[src/rtl/wb_bridge_pkg.sv]
// Shared types and default constants for the user-area
// Wishbone-to-native request bridges.
package wb_bridge_pkg;

  typedef enum logic [1:0] {
    S_IDLE = 2'd0,
    S_REQ  = 2'd1,
    S_ACK  = 2'd2
  } state_e;

  localparam logic [3:0]  WSTRB_READ       = 4'b0000;
  localparam logic [31:0] DEF_BASE_ADDR    = 32'h3000_0000;
  localparam logic [31:0] DEF_ADDR_MASK    = 32'hFFF0_0000;
  localparam logic [31:0] DEF_TIMEOUT_DATA = 32'hDEAD_BEEF;

endpackage

[src/rtl/wb_bridge_timeout.sv]
// Loadable request watchdog: counts while enabled and flags
// expiry once TIMEOUT cycles have elapsed since the last load.
module wb_bridge_timeout #(
  parameter int TIMEOUT = 16
) (
  input  logic i_clk,
  input  logic i_rst_n,
  input  logic i_load,
  input  logic i_en,
  output logic o_expire
);

  localparam int TW = $clog2(TIMEOUT);
  localparam logic [TW-1:0] LAST = TW'(TIMEOUT - 1);

  logic [TW-1:0] r_timer;

  // Holds at LAST so the count can never wrap back to zero.
  always_ff @(posedge i_clk) begin
    if (!i_rst_n) begin
      r_timer <= '0;
    end else if (i_load) begin
      r_timer <= '0;
    end else if (i_en && !o_expire) begin
      r_timer <= r_timer + 1'b1;
    end
  end

  assign o_expire = (r_timer == LAST);

endmodule

[src/rtl/wb_counter_bridge.sv]
// Wishbone classic slave forwarding one transaction at a time
// to the user-area counter, with a timeout watchdog.
module wb_counter_bridge
  import wb_bridge_pkg::*;
#(
  parameter int            DW           = 32,
  parameter logic [DW-1:0] BASE_ADDR    = DW'(DEF_BASE_ADDR),
  parameter logic [DW-1:0] ADDR_MASK    = DW'(DEF_ADDR_MASK),
  parameter int            TIMEOUT      = 16,
  parameter logic [DW-1:0] TIMEOUT_DATA = DW'(DEF_TIMEOUT_DATA)
) (
  input  logic          wb_clk_i,
  input  logic          wb_rst_ni,
  input  logic          wbs_cyc_i,
  input  logic          wbs_stb_i,
  input  logic          wbs_we_i,
  input  logic [3:0]    wbs_sel_i,
  input  logic [DW-1:0] wbs_adr_i,
  input  logic [DW-1:0] wbs_dat_i,
  output logic          wbs_ack_o,
  output logic [DW-1:0] wbs_dat_o,
  output logic          valid,
  output logic [3:0]    wstrb,
  output logic [DW-1:0] wdata,
  output logic [DW-1:0] addr,
  input  logic          ready,
  input  logic [DW-1:0] rdata,
  output logic          timeout_flag,
  input  logic          timeout_clr
);

  state_e        r_state;
  state_e        w_state_nx;
  logic          w_hit;
  logic          w_expire;
  logic          w_latch;
  logic          w_ok;
  logic          w_to;
  logic          w_ack;
  logic          r_valid;
  logic [3:0]    r_wstrb;
  logic [DW-1:0] r_wdata;
  logic [DW-1:0] r_addr;
  logic [DW-1:0] r_dat;
  logic          r_flag;

  assign w_hit = wbs_cyc_i & wbs_stb_i &
    ((wbs_adr_i & ADDR_MASK) == (BASE_ADDR & ADDR_MASK));

  wb_bridge_timeout #(
    .TIMEOUT (TIMEOUT)
  ) u_timeout (
    .i_clk    (wb_clk_i),
    .i_rst_n  (wb_rst_ni),
    .i_load   (w_latch),
    .i_en     (r_state == S_REQ),
    .o_expire (w_expire)
  );

  always_ff @(posedge wb_clk_i) begin
    if (!wb_rst_ni) begin
      r_state <= S_IDLE;
    end else begin
      r_state <= w_state_nx;
    end
  end

  // A master abort wins over a completion seen in the same cycle.
  always_comb begin
    w_state_nx = r_state;
    unique case (r_state)
      S_IDLE: begin
        if (w_hit) w_state_nx = S_REQ;
      end
      S_REQ: begin
        if (!wbs_cyc_i)
          w_state_nx = S_IDLE;
        else if (ready || w_expire)
          w_state_nx = S_ACK;
      end
      S_ACK:   w_state_nx = S_IDLE;
      default: w_state_nx = S_IDLE;
    endcase
  end

  always_comb begin
    w_latch = 1'b0;
    w_ok    = 1'b0;
    w_to    = 1'b0;
    w_ack   = 1'b0;
    unique case (1'b1)
      (r_state == S_IDLE): w_latch = w_hit;
      (r_state == S_REQ): begin
        w_ok = wbs_cyc_i & ready;
        w_to = wbs_cyc_i & ~ready & w_expire;
      end
      (r_state == S_ACK): w_ack = 1'b1;
      default: ;
    endcase
  end

  always_ff @(posedge wb_clk_i) begin
    if (!wb_rst_ni) begin
      r_valid <= 1'b0;
      r_wstrb <= WSTRB_READ;
      r_wdata <= '0;
      r_addr  <= '0;
      r_dat   <= '0;
      r_flag  <= 1'b0;
    end else begin
      if (w_latch) begin
        r_addr  <= wbs_adr_i;
        r_wdata <= wbs_dat_i;
        r_wstrb <= wbs_we_i ? wbs_sel_i : WSTRB_READ;
      end
      r_valid <= (w_state_nx == S_REQ);
      if (w_ok)
        r_dat <= rdata;
      else if (w_to)
        r_dat <= TIMEOUT_DATA;
      if (w_to)
        r_flag <= 1'b1;
      else if (timeout_clr)
        r_flag <= 1'b0;
    end
  end

  assign wbs_ack_o    = w_ack;
  assign wbs_dat_o    = r_dat;
  assign valid        = r_valid;
  assign wstrb        = r_wstrb;
  assign wdata        = r_wdata;
  assign addr         = r_addr;
  assign timeout_flag = r_flag;

endmodule

[config.mk]
export PLATFORM = sky130hd
export DESIGN_NAME = wb_counter_bridge
export DESIGN_NICKNAME = d
export VERILOG_FILES = /design/src/rtl/wb_bridge_pkg.sv /design/src/rtl/wb_bridge_timeout.sv /design/src/rtl/wb_counter_bridge.sv
export SDC_FILE = /design/constraint.sdc
export NUM_CORES = 1
export LEC_CHECK = 0
export ABC_AREA = 1
export CORE_UTILIZATION = 41
export CTS_CLUSTER_DIAMETER = 50
export DETAILED_ROUTE_END_ITERATION = 6
export GPL_TIMING_DRIVEN = 0
export PLACE_DENSITY = 0.8
export RECOVER_POWER = 100
export SYNTH_ARGS = -nofsm -noshare
export SYNTH_HDL_FRONTEND = slang
export SYNTH_HIERARCHICAL = 1
export SYNTH_SLANG_ARGS = --single-unit
[constraint.sdc]
create_clock -name wb_clk_i -period 1.9 [get_ports wb_clk_i]
set_input_delay 0.19 -clock wb_clk_i [delete_from_list [all_inputs] [get_ports wb_clk_i]]
set_output_delay 0.19 -clock wb_clk_i [all_outputs]
set_load 0.1 [all_outputs]
After elaboration in Yosys (flattened, before gate mapping)

Cells that the tools add are included.
Widths: inputs -> output; s select.

Bits in registers: 108
Input port bits: 107
Output and inout port bits: 103
Word-level logic and storage cells: 41

$add $sub $neg: 1
Eq/ne operators: 5
Muxes and demuxes: 13
Bitwise operators: 7
Reductions and logical operators: 7

Operator list:

| cell                 | count |
|---|---|
| $mux 32              | 2 |
| $eq 12x10->1 const B | 1 |
| $mux 1               | 6 |
| $mux 2               | 3 |
| $and 1x1->1          | 5 |
| $add 4x1->4 const B  | 1 |
| $eq 2x1->1 const B   | 2 |
| $eq 4x4->1 const B   | 1 |
| $mux 4               | 1 |
| $pmux 2 s2           | 1 |
| $reduce_bool 2->1    | 2 |
| $eq 2x2->1 const B   | 1 |
| $logic_not 2->1      | 1 |
| $not 1->1            | 2 |
| $reduce_or 2->1      | 1 |
| $logic_and 1x1->1    | 1 |
| $logic_not 1->1      | 1 |
| $logic_or 1x1->1     | 1 |

Logic depth before layout (Yosys ltp)

Gate-level depths: netlist of run 1.

Depth in word-level cells: 6
Mapped depth: 9
Mapped depth without buffers: 8

Modules after synthesis

Netlist of run 1, hierarchy kept.

Modules (own cells, without submodules):

| module            | instances | cells each | area each (um^2) | sequential area each (um^2) |
|---|---|---|---|---|
| wb_counter_bridge | 1         | 597        | 4230.3           | 2082.0 |
| wb_bridge_timeout | 1         | 30         | 203.9            | 80.1 |

Worst setup path before layout of run 1

OpenSTA, ideal clock, no wires.

Path type: register to output
Start point: register r_state[1]
End point: output port wbs_ack_o
Data arrival time: 1638 ps
Required time: 1710 ps
Setup slack: 72 ps
Stages on the path, launching flop included: 3
Path buffers: 0
Path through: dfxtp_1 -> inv_1 -> nor2_1

Longest elaborated chain between the ends: 2

Ends and longest elaborated chain:

| element                | RTL line                | RTL |
|---|---|---|
| from (decl)            | wb_counter_bridge.sv:32 | `state_e r_state;` |
| from (signal assigned) | wb_counter_bridge.sv:64 | `r_state <= w_state_nx;` |
| $eq 2x2->1             | wb_counter_bridge.sv:97 | `(r_state == S_ACK): w_ack = 1'b1;` |
| $mux 1                 | wb_counter_bridge.sv:91 | `unique case (1'b1)` |
| to (decl)              | wb_counter_bridge.sv:20 | `output logic wbs_ack_o,` |

Every way passes these cells.

Final worst setup path of run 1

Start point: register r_addr[31], in the netlist addr[31]
End point: output port addr[31]

RTL lines:

| element                | RTL line                 | RTL |
|---|---|---|
| from (decl)            | wb_counter_bridge.sv:43  | `logic [DW-1:0] r_addr;` |
| from (signal assigned) | wb_counter_bridge.sv:112 | `r_addr <= wbs_adr_i;` |
| to (decl)              | wb_counter_bridge.sv:25  | `output logic [DW-1:0] addr,` |

No word-level cell between the ends.

==> results of run 1 <==
## kinds of logic (layout without fill, tap and decap cells)
logic type / Yosys count / after routing
AOI/OAI and AO/OA: 97 / 97
buffers and inverters: 120 / 346
DFF: 108 / 108
and+or+nand+nor: 301 / 301
adders and majority gates: 1 / 1
## power groups by stage
stage               combinational [mW]  clock [mW]  sequential [mW]
floorplan                        0.114           0             2.32
global placement                 0.365           0             2.31
detailed placement               0.372           0             2.31
CTS                              0.375        1.46             2.26
global route                     0.409        1.55             2.26
finish                           0.374        1.44             2.26
## Yosys cell counts (all sizes together)
master and count:
ha 1, dfxtp 108, nand2 93, nand3 69, o21ai 27, nor4 1, nor2 136, a21oi 70
inv 79, clkbuf 7, buf 33, nand3b 1, clkinv 1, nand4 1
## registers in the layout, indices dropped and copies added, names as in the netlist
register	cells
u_timeout/r_timer	4
timeout_flag	1
wstrb	4
valid	1
wbs_dat_o	32
r_state	2
wdata	32
addr	32
## routing by layer
layer,vias up,routed length [um]
li1,2394,-
met3,30,1090
met1,2132,5570
met2,214,6140
met4,0,312
met5,-,0
## path summary, 6_finish.rpt
| kind | from | end | cells past startpoint | slack [ns] |
|---|---|---|---|---|
| worst max-delay path | addr[31] | addr[31] | 1 | 0.08 |
| worst min-delay path | rdata[17] | wbs_dat_o[17] | 3 | 0.37 |
| worst max register to register | u_timeout/r_timer[1] | wbs_dat_o[11] | 8 | 0.22 |
| worst min register to register | addr[26] | addr[26] | 2 | 0.46 |
## cells in the final DEF (no fill, tap or decap), drive strengths merged
cell type,instances
nand3b,1
clkinvlp,2
o21ai,27
bufinv,1
dfxtp,108
clkbuf,128
nor4,1
clkdlybuf4s50,105
clkdlybuf4s15,1
nand3,69
clkinv,2
dlygate4sd3,1
a21oi,70
ha,1
buf,27
nand2,93
inv,79
nand4,1
nor2,136
## layout make-up
class / instances / area, sq um / share of cell area
timing repair buffer: 210 / 1460 / 0.233
inverter: 80 / 304 / 0.0485
clock buffer: 12 / 155 / 0.0247
multi-input combinational: 399 / 1740 / 0.277
buffer: 40 / 231 / 0.0369
sequential: 108 / 2160 / 0.345
tap: 136 / 170 / 0.0271
clock inverter: 4 / 47.5 / 0.00758
## timing repair
item,CTS,global route
setup buffers,0,1
resized for setup,105,2
setup endpoints to repair,103,8
endpoints found under the hold margin,0,0
==> results.py, run 1 <==
metrics = {
    "clock_tree": {
        "ctsHtreeMaxLevel": 3,
        "cts-buffers-inserted": 9,
        "clk_latency_ns": 0.37,
        "cts_buffer_depth": 2,
        "clock-root-buffer": "clkbuf_8",
        "cts.sink_count": 108,
        "clk_pin_slew_ns": 0.10,
        "cts_tree": "yes",
        "cts_hold_buffers": 0,
    },
    "finish": {
        "post_route_cells_drive_above_1_share": 0.0551,
        "final_core_util": 0.602,
        "finalInstanceArea_sq_mm": 0.00627,
        "diodes": 0,
        "instances_no_fill": 989,
        "num-fill-cells": 1025,
        "final_nets": 956,
        "syn_to_final_growth_pct": 41.4,
    },
    "synthesis": {
        "synth_top_family_by_area": "simple AND/OR/NAND/NOR gates",
        "synth_nets": 735,
        "netlist_top_cells_area": "dfxtp_1 (49%), nor2_1 (11%), a21oi_1 (7.9%), nand2_1 (7.8%), nand3_1 (7.7%)",
        "synth_simple_gate_area_frac": 0.280,
        "muxShareOfSynthArea": 0,
        "yosys.area.top_type": "dfxtp_1",
        "synth_seq_cells": 108,
        "syn_inst": 627,
        "synth_fa_ha_area_frac": 0.00282,
        "synth_cell_type_count": 20,
        "synth_warnings": 6,
        "avgSynthCellArea_sq_um": 7.07,
        "synth_top_area_share": 0.488,
        "syn-cell-area_sq_mm": 0.00443,
        "ys_seq_area_frac": 0.488,
        "synth_xor_area_frac": 0,
        "synth-compound-area-share": 0.109,
    },
    "power": {
        "power.density_mw_per_mm2": 649,
        "pwr-share-seq": 0.555,
        "internal_power_mw": 3.17,
        "p_leak_nw": 2.67,
        "swShare": 0.221,
        "total_power_mw": 4.07,
        "p_switching_uw": 899,
        "irDropWorstVdd_uv": 483,
        "power_frac_clock": 0.353,
        "power_frac_comb": 0.092,
    },
    "global_route": {
        "grtUsageTotal": 0.231,
        "use_met1": 0.263,
        "grt_pass1_vias": 4494,
        "busiest_layer": "met2",
        "grt_remaining_overflow": 0,
        "grt_pass1_wl_mm": 20.6,
        "grt_max_degree": 17,
        "use_met3": 0.0576,
        "antenna_found_initial": 0,
        "met2_usage": 0.411,
    },
    "setup_path": {
        "startpoint_type": "flop",
        "crit_path_top_delay_cell": "clkbuf_1",
        "cp.buffers_inverters": 1,
        "arrival_ns": 1.63,
        "crit_chain": "clkbuf_1",
        "cp.required_ns": 1.71,
        "path_class": "flop to primary output",
        "cp_max_fo": 2,
        "cp_slowest_stage_delay_ns": 0.90,
        "cp_top_family": "buffers and inverters",
        "critical_path.endpoint_type": "primary output",
    },
    "placement": {
        "port_buffers": 209,
        "gp_congestion": 0.921,
        "dp_hpwl_mm": 10.0,
        "post-place-cells": 972,
        "dpl_cell_area_sq_mm": 0.00670,
        "preCtsSetupSlack_ns": -0.0770,
    },
    "min_path": {
        "hp-class": "input port to flop",
    },
    "routing": {
        "drtAntennaViolNets": 0,
        "post-route-drc-count": 0,
        "dr.pass1.iters": 4,
        "avgViaCountPerCell": 4.82,
        "num_vias": 4770,
        "routed_wl_mm": 13.1,
        "drtIter0Drc": 267,
        "wl_per_cell_um": 13.3,
    },
    "timing": {
        "tns_ns": 0,
        "fin_crit_ns": 1.82,
        "max_freq_mhz": 549,
        "hold_slack_ns": 0.374,
        "fin_crit_sh": 0.959,
        "slew_headroom": 0.176,
        "finalClockSkew_ns": 0.0130,
        "setup_viol": 0,
        "setup_ws_ns": 0.0785,
        "tightest_slew_ns": 1.24,
        "rsz0062_at_grt": "false",
        "slew_violations": 0,
        "hold_violations": 0,
    },
    "die": {
        "pin_count": 210,
        "rows": 37,
        "die_h_um": 106,
        "dieArea_sq_mm": 0.0112,
        "initial_core_util": 0.426,
        "die_w_um": 106,
        "core_sq_mm": 0.0104,
    },
    "outcome": {
        "status": "completed",
    },
    "job": {
        "maxCapViolations": 0,
    },
}
(Power assumes the default switching activity.)
==> inputs of run 2 (changes only) <==
--- a/config.mk
+++ b/config.mk
@@ -6,6 +6,7 @@
 export NUM_CORES = 1
 export LEC_CHECK = 0
 export ABC_AREA = 1
+export ABC_CLOCK_PERIOD_IN_PS = 1900
 export CORE_UTILIZATION = 41
 export CTS_CLUSTER_DIAMETER = 50
 export DETAILED_ROUTE_END_ITERATION = 6
==> results of run 2 <==
No change in the layout: final DEF, timing and power equal those of run 1.
